`src/rtl/truth_table_sweeper_if.sv`:
```
// Handshake/result bundle between the sweeper and its user.
// The master side drives start/expected and returns the function output f_in.
interface truth_table_sweeper_if #(
    parameter int N_IN = 4
);
    localparam int NV = 1 << N_IN;

    logic            start;
    logic [NV-1:0]   expected;
    logic [N_IN-1:0] x;
    logic            f_in;
    logic            busy;
    logic            done;
    logic [NV-1:0]   table_out;
    logic [N_IN:0]   mismatch_count;
    logic            fail_valid;
    logic [N_IN-1:0] first_fail;

    modport master (
        output start, expected, f_in,
        input  x, busy, done, table_out, mismatch_count, fail_valid, first_fail
    );

    modport slave (
        input  start, expected, f_in,
        output x, busy, done, table_out, mismatch_count, fail_valid, first_fail
    );
endinterface

```
`src/rtl/truth_table_sweeper.sv`:
```
// Exhaustive truth-table sweeper: drives all 2^N_IN vectors, samples f_in after SETTLE cycles,
// and compares against an expected mask. Define SWEEP_GRAY_EN for Gray-code application order.
module truth_table_sweeper #(
    parameter int N_IN   = 4,
    parameter int SETTLE = 1
) (
    input  logic                 clk,
    input  logic                 rst,
    truth_table_sweeper_if.slave sw
);
    localparam int NV = 1 << N_IN;
    localparam int WW = (SETTLE > 1) ? $clog2(SETTLE) : 1;

    typedef enum logic [1:0] {IDLE, DRIVE, SAMPLE, FINISH} state_t;

    state_t          state_q, state_d;
    logic [N_IN:0]   idx_q, idx_d;
    logic [WW-1:0]   wait_q, wait_d;
    logic [NV-1:0]   table_q, table_d;
    logic [N_IN:0]   mm_q, mm_d;
    logic            fail_q, fail_d;
    logic [N_IN-1:0] first_q, first_d;

    logic [N_IN-1:0] vec;
    logic            last_wait;
    logic            last_vec;
    logic            miss;

`ifdef SWEEP_GRAY_EN
    assign vec = idx_q[N_IN-1:0] ^ (idx_q[N_IN-1:0] >> 1);
`else
    assign vec = idx_q[N_IN-1:0];
`endif

    assign last_wait = (wait_q == WW'(SETTLE - 1));
    assign last_vec  = (idx_q == (N_IN+1)'(NV - 1));
    assign miss      = (sw.f_in != sw.expected[vec]);

    always_ff @(posedge clk or posedge rst) begin
        if (rst) begin
            state_q <= IDLE;
            idx_q   <= '0;
            wait_q  <= '0;
            table_q <= '0;
            mm_q    <= '0;
            fail_q  <= 1'b0;
            first_q <= '0;
        end else begin
            state_q <= state_d;
            idx_q   <= idx_d;
            wait_q  <= wait_d;
            table_q <= table_d;
            mm_q    <= mm_d;
            fail_q  <= fail_d;
            first_q <= first_d;
        end
    end

    always_comb begin
        state_d = state_q;
        case (state_q)
            IDLE:    if (sw.start) state_d = DRIVE;
            DRIVE:   if (last_wait) state_d = SAMPLE;
            SAMPLE:  state_d = last_vec ? FINISH : DRIVE;
            default: state_d = IDLE;
        endcase
    end

    // Results are only touched on an accepted start or in SAMPLE, so they hold after done.
    always_comb begin
        idx_d   = idx_q;
        wait_d  = wait_q;
        table_d = table_q;
        mm_d    = mm_q;
        fail_d  = fail_q;
        first_d = first_q;
        case (state_q)
            IDLE: begin
                if (sw.start) begin
                    idx_d   = '0;
                    wait_d  = '0;
                    table_d = '0;
                    mm_d    = '0;
                    fail_d  = 1'b0;
                    first_d = '0;
                end
            end
            DRIVE: wait_d = last_wait ? '0 : wait_q + 1'b1;
            SAMPLE: begin
                table_d[vec] = sw.f_in;
                if (miss) begin
                    mm_d = mm_q + 1'b1;
                    if (!fail_q) begin
                        fail_d  = 1'b1;
                        first_d = vec;
                    end
                end
                if (!last_vec) idx_d = idx_q + 1'b1;
            end
            default: ;
        endcase
    end

    always_comb begin
        sw.busy           = (state_q == DRIVE) || (state_q == SAMPLE);
        sw.done           = (state_q == FINISH);
        sw.x              = sw.busy ? vec : '0;
        sw.table_out      = table_q;
        sw.mismatch_count = mm_q;
        sw.fail_valid     = fail_q;
        sw.first_fail     = first_q;
    end
endmodule

```
`src/flat_wrapper.sv`:
```
// flat-port wrapper written by rule: the top's interface ports become plain ports
module truth_table_sweeper_flat 
#(
    parameter int N_IN   = 4,
    parameter int SETTLE = 1
)
  (clk, rst, sw_start, sw_expected, sw_f_in, sw_x, sw_busy, sw_done, sw_table_out, sw_mismatch_count, sw_fail_valid, sw_first_fail);
  truth_table_sweeper_if #(.N_IN(N_IN)) sw_i ();
  input  logic clk;
  input  logic rst;
  input wire logic [$bits(sw_i.start)-1:0] sw_start;
  input wire logic [$bits(sw_i.expected)-1:0] sw_expected;
  input wire logic [$bits(sw_i.f_in)-1:0] sw_f_in;
  output wire logic [$bits(sw_i.x)-1:0] sw_x;
  output wire logic [$bits(sw_i.busy)-1:0] sw_busy;
  output wire logic [$bits(sw_i.done)-1:0] sw_done;
  output wire logic [$bits(sw_i.table_out)-1:0] sw_table_out;
  output wire logic [$bits(sw_i.mismatch_count)-1:0] sw_mismatch_count;
  output wire logic [$bits(sw_i.fail_valid)-1:0] sw_fail_valid;
  output wire logic [$bits(sw_i.first_fail)-1:0] sw_first_fail;
  assign sw_i.start = sw_start;
  assign sw_i.expected = sw_expected;
  assign sw_i.f_in = sw_f_in;
  assign sw_x = sw_i.x;
  assign sw_busy = sw_i.busy;
  assign sw_done = sw_i.done;
  assign sw_table_out = sw_i.table_out;
  assign sw_mismatch_count = sw_i.mismatch_count;
  assign sw_fail_valid = sw_i.fail_valid;
  assign sw_first_fail = sw_i.first_fail;
  truth_table_sweeper #(.N_IN(N_IN), .SETTLE(SETTLE)) u_core (.clk(clk), .rst(rst), .sw(sw_i));
endmodule
```
`config.mk`:
```
export PLATFORM = sky130hd
export DESIGN_NAME = truth_table_sweeper_flat
export DESIGN_NICKNAME = d
export VERILOG_FILES = /design/src/rtl/truth_table_sweeper_if.sv /design/src/rtl/truth_table_sweeper.sv /design/src/flat_wrapper.sv
export SDC_FILE = /design/constraint.sdc
export NUM_CORES = 1
export LEC_CHECK = 0
export CORE_ASPECT_RATIO = 0.7
export CORE_MARGIN = 4
export CORE_UTILIZATION = 30
export DETAILED_ROUTE_END_ITERATION = 10
export PLACE_DENSITY_LB_ADDON = 0.08
export SLEW_MARGIN = 5
export SYNTH_ARGS = -nofsm -noshare
export SYNTH_HDL_FRONTEND = slang
export SYNTH_SLANG_ARGS = --single-unit
```
`constraint.sdc`:
```
create_clock -name clk -period 3.7 [get_ports clk]
set_input_delay 0.555 -clock clk [delete_from_list [all_inputs] [get_ports clk]]
set_output_delay 0.555 -clock clk [all_outputs]
set_load 0.005 [all_outputs]
```
==> flow_summary.json, run 1 <==
{
  "fmax_ghz": 0.3521,
  "synth_area_leader_cell": "dfrtp_1",
  "fp.dieH_microns": 75.90,
  "arrival_ns": 3.00,
  "rr_endpoint": "u_core.sw.first_fail[3]",
  "finClkSkew_ns": 0.008992,
  "drc_errors": 0,
  "antenna_found_initial": 0,
  "nets": 280,
  "hpwlAfterDp_mm": 3.428,
  "synth_area_leaders": "dfrtp_1, mux2i_1, nand2_1",
  "period_minus_slack_ns": 2.840,
  "drive_gt1_share_pct": 9.163,
  "post_drt_wl_per_cell_microns": 15.12,
  "grt_max_degree": 34,
  "core_area_sq_mm": 0.006306,
  "yosysWarningCount": 0,
  "setup_tns_ns": 0,
  "hold_path.class": "flip-flop to flip-flop",
  "syn_inst": 201,
  "die_width_microns": 105.0,
  "rows": 24,
  "postRouteAntennaNets": 0,
  "firstDrtPassIters": 4,
  "min-delay-start": "u_core.sw.table_out[14]",
  "post_cts_resized": 0,
  "end_kind": "flip-flop",
  "crit_start": "u_core.idx_q[0]",
  "status": "finished, final reports clean",
  "yosys_most_used_dff": "dfrtp_1",
  "synth_top_area_share_pct": 41.80,
  "finalCritPeriodShare_pct": 76.76,
  "synth_fp_nets": 230,
  "async_flop_share_pct": 100.0,
  "irDropWorstVdd_mv": 0.2131,
  "area_growth_pct": 34.39,
  "leakagePower_nw": 1.160,
  "via_count": 1645,
  "total_power_mw": 1.219,
  "required_ns": 3.86,
  "finalHoldViolations": 0,
  "maxCapViolations": 0,
  "reg2reg_slack_ns": 0.86,
  "drt_first_iter_violations": 93,
  "syn-cell-area_sq_mm": 0.001976,
  "vias_per_cell": 5.000,
  "grt_pass1_vias": 1610,
  "crit_type": "flip-flop to flip-flop",
  "timing.hold.ws_ns": 0.5102,
  "place_inst": 322,
  "initial_utilization_pct": 31.33,
  "power.density_mw_per_mm2": 458.9,
  "slew_violations": 0,
  "setup_viol": 0,
  "start_kind": "flip-flop",
  "path_max_fanout": 13,
  "clkLatencyLatePin_ns": 0.28,
  "hold_end": "u_core.sw.table_out[14]",
  "grt_pass1_wl_mm": 8.459,
  "wl_mm": 4.973,
  "grt.total_usage_pct": 13.65,
  "ys_seq_elements": 33,
  "cts_tree": "yes",
  "boundaryPins": 52,
  "clk_path_buf_depth": 2,
  "final_cells": 329,
  "worst_slew_pin_slew_ns": 0.6474,
  "fillCellCount": 637,
  "cts_setup_buffers": 0,
  "syn_avg_cell_area_sq_um": 9.829,
  "rr_startpoint": "u_core.idx_q[0]",
  "layout_common_cells": "clkdlybuf4s50_1, nand2_1, dfrtp_1",
  "final_common_cell": "clkdlybuf4s50_1",
  "clkTransAtPathRegs_ns": 0.07,
  "cts_max_level": 2,
  "overflow": 0,
  "clock-root-buffer": "clkbuf_8",
  "cts_buffers": 5,
  "rsz0062_at_grt": "false",
  "yosysSeqAreaShare_pct": 41.80,
  "portBuffers": 51,
  "die_area_sq_mm": 0.007969,
  "gp_congestion": 0.6914,
  "synth_edf_count": 0,
  "hold_buffers": 0,
  "rr_worst_depth": 5,
  "holdPathStages": 2,
  "diodes": 0,
  "relSlewSlack_pct": 55.98,
  "cts_sinks": 33,
  "netlist-cell-type-count": 36
}
==> synth_stat cells (all sizes together), types with 3 or more instances <==
cell type and n:
nand3 6, dfrtp 33, nor3 3, ha 9, o21ai 23, nor2b 4, nor2 3, a21oi 4
mux2i 17, mux4 5, o211ai 3, and2 5, inv 7, clkbuf 12, nand2 41, o311ai 3
==> critical path, stage by stage (launching register included) <==
cell	delay [ns]
dfrtp_1	0.65
mux4_1	0.61
mux4_2	0.56
xnor2_4	0.21
or2_2	0.34
a311o_1	0.35
==> cell families (layout without fill, tap and decap cells) <==
logic type,after synthesis,count (layout),share of synthesized area (%)
AND/OR/NAND/NOR,71,71,16.78
AO/OA/AOI/OAI,42,42,13.49
flip-flops,33,33,41.80
multiplexers,24,24,16.21
buffers and inverters,20,70,4.180
adder cells (fa/ha/maj),9,9,5.700
XOR/XNOR,2,2,1.837
==> flip-flops by register name (all words and copies together) (netlist names) <==
register / count
u_core.state_q: 2
u_core.sw.mismatch_count: 5
u_core.sw.table_out: 16
u_core.idx_q: 5
u_core.sw.fail_valid: 1
u_core.sw.first_fail: 4
==> power by group <==
part	internal [mW]	switching, mW	total (mW)
registers	0.394	0.0499	0.444
logic	0.224	0.277	0.501
clock network	0.148	0.126	0.274
==> metal layers <==
metal	GRT usage, %	share of wire, %
met5	0	0
met3	4.403	6.7
met2	19.05	39
met1	20.25	53
met4	3.493	0.68
==> how the worst max path moves through the flow <==
stage,to,depth (start not counted),slack [ns]
3_5_place_dp,u_core.sw.first_fail[3],6,0.68
3_3_place_gp,u_core.sw.first_fail[3],6,0.68
4_1_cts,u_core.sw.first_fail[3],5,0.86
6_report,u_core.sw.first_fail[3],5,0.86
2_1_floorplan,u_core.sw.first_fail[3],6,1.16
5_1_grt,u_core.sw.first_fail[1],5,0.74
==> metrics by stage <==
| stage | utilization, % | cell area (sq um) | setup WS (ns) |
|---|---|---|---|
| after detailed placement | 40.73 | 2569 | 0.6796 |
| after floorplan | - | 1976 | 1.156 |
| after global placement | 40.73 | 2569 | 0.6814 |
| after CTS | 42.10 | 2655 | 0.8572 |
| final | 42.10 | 2655 | 0.8600 |
| after global routing | 42.10 | 2655 | 0.7433 |
==> layout make-up <==
class	count	area (sq um)	area share [%]
multi-input combinational	148	1071	40.34
sequential	33	825.8	31.10
timing repair buffer	56	548.0	20.64
tap	78	97.59	3.676
clock buffer	7	86.33	3.252
inverter	7	26.28	0.9896
Power figures use the tool's default switching activity.
==> inputs of run 2 (changes only) <==
- clock period: 3.7 -> 2.7 ns (I/O delays scaled with it)
==> run 2 against run 1 <==
Net effect:
- via count up 0.91%
- clock power up 31%
- worst setup slack lost 0.72 ns
- maximum frequency up 11%
- sequential power is 33% higher
- combinational power is 45% higher
- critical path depth unchanged
- utilization grew 0.50 points
- first-iteration DRC count grew 6.5%
- power grew 37%
- die area stayed put
- register-to-register slack worse by 0.72 ns
- critical path type unchanged
==> flow_summary.json, run 2 (synthesized netlist as in run 1, its figures left out) <==
{
  "wl_mm": 5.150,
  "nets": 285,
  "final_cells": 335,
  "die_width_microns": 105.0,
  "grt_pass1_wl_mm": 8.418,
  "total_power_mw": 1.674,
  "period_minus_slack_ns": 2.565,
  "firstDrtPassIters": 4,
  "grt_max_degree": 34,
  "vias_per_cell": 4.955,
  "rr_endpoint": "u_core.sw.first_fail[3]",
  "seqPwrFrac_pct": 35.2,
  "worst_slew_pin_slew_ns": 0.5484,
  "die_area_sq_mm": 0.007969,
  "place_area_sq_mm": 0.002606,
  "fillCellCount": 625,
  "arrival_ns": 2.72,
  "use_met2_pct": 19.40,
  "slew_violations": 0,
  "clock-root-buffer": "clkbuf_8",
  "drt_first_iter_violations": 99,
  "boundaryPins": 52,
  "grt_pass1_vias": 1590,
  "antenna_found_initial": 0,
  "overflow": 0,
  "hpwlAfterDp_mm": 3.584,
  "cts_tree": "yes",
  "met3_usage_pct": 4.064,
  "diodes": 0,
  "switching_share_pct": 37.49,
  "status": "finished, final reports clean",
  "crit_start": "u_core.idx_q[0]",
  "post-place-ws_ns": -0.1084,
  "initial_utilization_pct": 31.33,
  "rows": 24,
  "power.density_mw_per_mm2": 623.2,
  "irDropWorstVdd_mv": 0.2925,
  "hold_path.class": "flip-flop to flip-flop",
  "cts_max_level": 2,
  "critPathMaxStageDelay_ns": 0.58,
  "path_max_fanout": 5,
  "grt.total_usage_pct": 13.61,
  "rr_startpoint": "u_core.idx_q[0]",
  "rsz0062_at_grt": "false",
  "finalCritPeriodShare_pct": 94.99,
  "clk_path_buf_depth": 2,
  "timing.final.ws_setup_ns": 0.1353,
  "post_drt_wl_per_cell_microns": 15.37,
  "p_sw_mw": 0.6276,
  "place_inst": 327,
  "required_ns": 2.86,
  "cts_buffers": 5,
  "p_clk_share_pct": 21.4,
  "fp.dieH_microns": 75.90,
  "crit_type": "flip-flop to flip-flop",
  "drc_errors": 0,
  "crit_chain": "mux4_1 > mux4_2 > xnor2_4 > or2_2 > a311o_1",
  "grt-busiest-layer": "met1",
  "area_growth_pct": 35.97,
  "finalHoldViolations": 0,
  "cts_setup_buffers": 0,
  "finClkSkew_ns": 0.003194,
  "final_cell_area_sq_mm": 0.002686,
  "setup_viol": 0,
  "cts_sinks": 33,
  "gp_congestion": 0.6822,
  "critPathSlowestCell": "mux4_1",
  "drive_gt1_share_pct": 10.51,
  "crit_path_end": "u_core.sw.first_fail[3]",
  "min-delay-start": "u_core.sw.table_out[8]",
  "clkTransAtPathRegs_ns": 0.07,
  "grt_util_met1_pct": 19.92,
  "maxCapViolations": 0,
  "fmax_ghz": 0.3899,
  "layout_common_cells": "clkdlybuf4s50_1, nand2_1, dfrtp_1",
  "portBuffers": 51,
  "comb_power_share_pct": 43.4,
  "via_count": 1660,
  "final_common_cell": "clkdlybuf4s50_1",
  "reg2reg_slack_ns": 0.14,
  "hold_buffers": 0,
  "clkLatencyLatePin_ns": 0.28,
  "postRouteAntennaNets": 0,
  "relSlewSlack_pct": 63.40,
  "leakagePower_nw": 1.182,
  "largest_reg_flops": 16,
  "start_kind": "flip-flop",
  "post_cts_resized": 0,
  "rr_worst_depth": 5,
  "end_kind": "flip-flop",
  "core_area_sq_mm": 0.006306,
  "power.internal_mw": 1.046
}
==> run 2: changes by cell type in the layout (fill, tap and decap cells not counted) <==
cell      delta
clkbuf_8     -1
clkbuf_1     +2
buf_4        +5
==> run 2: layout make-up <==
cell class,instances,area (sq um),share of cell area (%)
multi-input cells,148,1071,39.87
flip-flops and latches,33,825.8,30.74
repair buffers,61,585.6,21.80
well taps,78,97.59,3.633
clock buffers,8,80.08,2.981
inverters,7,26.28,0.9781
==> run 2: power groups by stage <==
stage	registers, mW	logic, mW	clock network (mW)
CTS	0.590	0.736	0.371
floorplan	0.587	0.443	0
global placement	0.600	0.736	0
global route	0.598	0.802	0.401
detailed placement	0.599	0.730	0
finish	0.589	0.726	0.358
==> run 2: through the flow <==
step | util, % | hold WS, ns | TNS [ns]
2_1_floorplan | - | 0.4716 | 0
3_3_place_gp | 41.33 | 0.4965 | -0.4272
3_5_place_dp | 41.33 | 0.5005 | -0.4158
4_1_cts | 42.60 | 0.5159 | 0
5_1_grt | 42.60 | 0.5372 | 0
6_report | 42.60 | 0.5081 | 0
==> run 2: routing by layer <==
| metal | part of all wire [%] | vias up |
|---|---|---|
| met2 | 40 | 45 |
| met5 | 0 | - |
| met3 | 6.3 | 2 |
| met1 | 53 | 792 |
| met4 | 0.45 | 0 |
| li1 | - | 821 |
==> run 2: worst max-delay path, delay by kind of cell, from the launching register on <==
kind            cells  cell delay, ns
mux                 2            1.13
xor+xnor            1            0.16
flops               1            0.46
simple gates        1            0.32
compound gates      1            0.37
==> run 2: how the worst min path moves through the flow <==
stage	depth (start not counted)	to	slack [ns]
CTS	2	u_core.sw.table_out[10]	0.52
floorplan	2	u_core.idx_q[4]	0.47
global route	2	u_core.sw.table_out[11]	0.54
global placement	2	u_core.sw.table_out[8]	0.50
detailed placement	2	u_core.sw.table_out[3]	0.50
finish	2	u_core.sw.table_out[8]	0.51
==> inputs of run 3 (changes only) <==
- clock period: 2.7 -> 2.61 ns (I/O delays scaled with it)
==> run 3 against run 2 <==
Net effect:
- first-iteration DRC count down 22%
- via count is 1.0% higher
- combinational power is 3.3% higher
- critical path depth is 1 higher
- utilization barely moved
- sequential power rose by 3.6%
- clock power is 3% higher
- design area hardly changed
- sequential share of layout area about the same
- worst setup slack lost 0.026 ns
- clock skew grew 0.0011 ns
- die area is the same
- critical path type is now input port to flip-flop
- largest power group unchanged
==> flow_summary.json, run 3 (synthesized netlist as in run 1, its figures left out) <==
{
  "maxCapViolations": 0,
  "rr_endpoint": "u_core.sw.first_fail[0]",
  "finClkSkew_ns": 0.004342,
  "p_clk_share_pct": 21.3,
  "place_inst": 327,
  "cts_tree": "yes",
  "reg2reg_slack_ns": 0.13,
  "core_area_sq_mm": 0.006306,
  "comb_power_share_pct": 43.4,
  "seqPwrFrac_pct": 35.3,
  "initial_utilization_pct": 31.33,
  "start_kind": "input port",
  "arrival_ns": 2.66,
  "largest_reg_flops": 16,
  "firstDrtPassIters": 4,
  "finalCritPeriodShare_pct": 95.80,
  "fp.dieH_microns": 75.90,
  "drt_first_iter_violations": 77,
  "relSlewSlack_pct": 60.13,
  "area_growth_pct": 36.04,
  "rr_startpoint": "u_core.idx_q[0]",
  "grt_max_degree": 34,
  "worst_slew_pin_slew_ns": 0.5974,
  "timing.final.ws_setup_ns": 0.1097,
  "grt_pass1_vias": 1605,
  "portBuffers": 51,
  "postRouteAntennaNets": 0,
  "clkLatencyLatePin_ns": 0.28,
  "die_area_sq_mm": 0.007969,
  "grt.total_usage_pct": 13.48,
  "layout_common_cells": "clkdlybuf4s50_1, nand2_1, dfrtp_1",
  "setup_viol": 0,
  "post-place-ws_ns": -0.1895,
  "end_kind": "flip-flop",
  "final_cells": 335,
  "fmax_ghz": 0.4000,
  "cts_sinks": 33,
  "diodes": 0,
  "grt_pass1_wl_mm": 8.452,
  "cts_setup_buffers": 0,
  "slew_violations": 0,
  "wl_mm": 5.078,
  "final_util_pct": 42.62,
  "cts_buffers": 5,
  "dr.max_layer_used": "met4",
  "place_area_sq_mm": 0.002606,
  "period_minus_slack_ns": 2.500,
  "drive_gt1_share_pct": 10.89,
  "crit_type": "input port to flip-flop",
  "hpwlAfterDp_mm": 3.563,
  "rsz0062_at_grt": "false",
  "setup_tns_ns": 0,
  "vias_per_cell": 5.006,
  "irDropWorstVdd_mv": 0.2468,
  "post_drt_wl_per_cell_microns": 15.16,
  "cts_max_level": 2,
  "antenna_found_initial": 0,
  "via_count": 1677,
  "nets": 285,
  "die_width_microns": 105.0,
  "dr_wl_met3_microns": 305,
  "drc_errors": 0,
  "clkTransAtPathRegs_ns": 0.07,
  "leakagePower_nw": 1.182,
  "rr_worst_depth": 5,
  "power.internal_mw": 1.084,
  "final_common_cell": "clkdlybuf4s50_1",
  "drt-met1-wl_mm": 2.741,
  "required_ns": 2.76,
  "total_power_mw": 1.729,
  "timing.hold.ws_ns": 0.5096,
  "clock-root-buffer": "clkbuf_8",
  "rows": 24,
  "status": "finished, final reports clean",
  "boundaryPins": 52,
  "fillCellCount": 631,
  "gp_congestion": 0.6823,
  "wl_met2_mm": 1.994,
  "final_cell_area_sq_mm": 0.002688,
  "finalHoldViolations": 0,
  "switching_share_pct": 37.31,
  "clk_path_buf_depth": 2,
  "path_max_fanout": 4,
  "overflow": 0,
  "p_sw_mw": 0.6450,
  "hold_path.class": "input port to async pin",
  "power.density_mw_per_mm2": 643.2
}
run 3: cell counts in the layout (fill, tap and decap cells not counted):
No cell type changed its count.
run 3: area by class of cell:
| cell class | count | area (sq um) | area share (%) |
|---|---|---|---|
| timing repair buffer | 61 | 585.6 | 21.79 |
| multi-input combinational | 148 | 1071 | 39.85 |
| clock buffer | 8 | 80.08 | 2.980 |
| inverter | 7 | 26.28 | 0.9777 |
| sequential | 33 | 827.0 | 30.77 |
| tap | 78 | 97.59 | 3.631 |
run 3: power groups by stage:
stage | sequential (mW) | combinational (mW) | clock [mW]
finish | 0.610 | 0.750 | 0.369
global route | 0.619 | 0.832 | 0.411
CTS | 0.610 | 0.758 | 0.383
detailed placement | 0.620 | 0.751 | 0
global placement | 0.621 | 0.761 | 0
floorplan | 0.607 | 0.458 | 0
run 3: what timing repair did:
action / in CTS / in global routing
hold buffers: 0 / 0
resized for setup: 0 / 2
setup endpoints to repair: 0 / 4
run 3: critical path, stage by stage:
cell,delay (ns)
clkdlybuf4s50_1,0.39
mux4_1,0.50
mux4_2,0.55
xnor2_4,0.16
or2_2,0.32
o311ai_0,0.34
run 3: worst max-delay path by stage:
stage / from / end / slack, ns / depth (start not counted)
floorplan: u_core.idx_q[0] / u_core.sw.first_fail[3] / 0.07 / 6
global placement: sw_expected[5] / u_core.sw.first_fail[3] / -0.20 / 6
detailed placement: sw_expected[5] / u_core.sw.first_fail[0] / -0.19 / 6
CTS: u_core.idx_q[0] / u_core.sw.first_fail[3] / 0.03 / 5
global route: sw_expected[5] / u_core.sw.first_fail[2] / 0.02 / 6
finish: sw_expected[5] / u_core.sw.first_fail[0] / 0.11 / 6
run 3: per-layer routing:
layer	global-route usage, %	vias to the layer above
met4	3.493	0
met5	0	-
met2	19.62	52
met3	3.726	4
li1	-	823
met1	19.74	798
==> edit (settings of run 2) <==
Take the reset off `mm_q` and load it in a clocked block of its own.
--- a/src/rtl/truth_table_sweeper.sv
+++ b/src/rtl/truth_table_sweeper.sv
@@ -42,7 +42,6 @@
             idx_q   <= '0;
             wait_q  <= '0;
             table_q <= '0;
-            mm_q    <= '0;
             fail_q  <= 1'b0;
             first_q <= '0;
         end else begin
@@ -50,10 +49,13 @@
             idx_q   <= idx_d;
             wait_q  <= wait_d;
             table_q <= table_d;
-            mm_q    <= mm_d;
             fail_q  <= fail_d;
             first_q <= first_d;
         end
+    end
+
+    always_ff @(posedge clk) begin
+        mm_q <= mm_d;
     end
 
     always_comb begin
Function: differs if rst is asserted again (counterexample within 4 cycles, from zero or initial values and one cycle with rst high); with rst held inactive, the same outputs for 10 cycles.
==> edit against run 2 <==
  * Final area fell by 0.51%
  * Sequential cell count is the same
  * Hold slack worse by 0.0051 ns
  * Total power increased by 41%
  * Synthesized area fell by 0.82%
  * Worst setup slack improved by 0.17 ns
  * Global-route usage barely moved
  * Clock skew rose by 0.0034 ns
  * Critical path depth unchanged
  * Non-clock buffer count is the same
  * Die area decreased by 0.75%
  * Routed wire length down 2.1%
  * Critical endpoint is now u_core.sw.mismatch_count[3]
==> edit: results (changes against run 2) <==
The flow ran to the end, and the final reports show no timing, DRC or antenna violations. The met2 routing resource usage after global routing is 19.2% (was 19.4%), and the slew at the pin closest to its max-slew limit is 0.747 ns (was 0.548 ns). The arithmetic-cell share of the synthesized area counting full adders, half adders and majority gates came out at 5.75% (was 5.70%). The count of nets after finishing came out at 293 (was 285).

Multiplexer area fraction after synthesis: 13.5% (was 16.2%). Sum of met3 wire segment lengths after detailed routing: 223 um (was 322 um). Commonest cells in the synthesized netlist: nand2_1, dfrtp_1, o21ai_0 (unchanged).

Share of the yosys chip area belonging to registers: 43.4% (was 41.8%). The share of flip-flops with an asynchronous set or reset was 84.8% (was 100%). The via density per instance is 4.76 (was 4.96). The run gives 237 (was 230) as the post-synthesis net count. The cell with the largest stage delay on the worst path is dfrtp_1 (was mux4_1). The share of cells above drive strength 1 was 9.43% (was 10.5%). The run gives 0.00660 ns (was 0.00319 ns) as the setup clock skew after layout. The path type of the worst min-delay path was input pin to async pin (was flop to flop). The peak ir drop on the vdd network is 0.373 mV (was 0.293 mV). The largest net degree at the start of global routing was 29 (was 34). The logs give 13.6% (about the same) for the total global-route track usage and 0.31 ns (was 0.14 ns) for the worst-case register-to-register setup slack.

The routability-driven placement congestion ratio was 0.737 (was 0.682). The smallest hold slack is 0.503 ns (was 0.508 ns). Number of enable flip-flop cells after synthesis: 5 (was 0).

The average detailed-routed wire length per instance was 14.7 um (was 15.4 um); the via count of the first global-routing pass was 1,573 (was 1,590). The fraction of synthesized cell area in xor and xnor cells works out to 2.68% (was 1.84%). The launch instance of the worst register-to-register path was u_core.idx_q[3] (was u_core.idx_q[0]). The critical-path maximum fanout is 14 (was 5), and the HPWL after detailed placement is 3.64 mm (was 3.58 mm).
edit: changes by cell type after synthesis, moves of 5 or more:
cell / before / now
nand2_1: 41 / 33
nor2_1: 2 / 10
inv_1: 7 / 13
dfrtp_1: 33 / 28
edfxtp_1: 0 / 5
nor3_1: 3 / 8
edit: final cells by class:
| class | count | area, um2 |
|---|---|---|
| Multi-Input combinational cell | 148 | 1000 |
| Timing Repair Buffer | 61 | 586 |
| Sequential cell | 33 | 851 |
| Clock buffer | 7 | 76.3 |
| Clock inverter | 1 | 5.00 |
| Tap cell | 78 | 97.6 |
| Inverter | 15 | 56.3 |
| Fill cell | 642 | 3600 |
edit: metrics by stage:
| stage | total power, mW | setup slack [ns] | cell area [um2] | cells |
|---|---|---|---|---|
| 6_report | 2.37 | 0.308 | 2670 | 343 |
| 5_1_grt | 2.57 | 0.180 | 2670 | 343 |
| 4_1_cts | 2.41 | 0.301 | 2670 | 343 |
| 3_5_place_dp | 2.03 | 0.101 | 2590 | 335 |
| 3_3_place_gp | 2.04 | 0.119 | 2590 | 335 |
| 2_1_floorplan | 1.48 | 0.388 | 1960 | 208 |
edit: cells by family after synthesis:
logic type	count (synthesis)
and+or+nand+nor	67
DFF	33
adders and majority gates	9
AOI/OAI and AO/OA	46
buffers and inverters	27
xor gates and xnor gates	6
muxes	20
edit: power groups by stage:
stage          combinational [mW]  sequential [mW]  clock [mW]
2_1_floorplan               0.698            0.782           0
3_3_place_gp                 1.22            0.818           0
3_5_place_dp                 1.22            0.814           0
4_1_cts                      1.22            0.810       0.371
5_1_grt                      1.34            0.837       0.393
6_report                     1.20            0.805       0.358
edit: tightest hold or removal path, stage by stage:
cell and delay [ns]:
clkdlybuf4s50_1 0.40, inv_1 0.05, buf_4 0.34
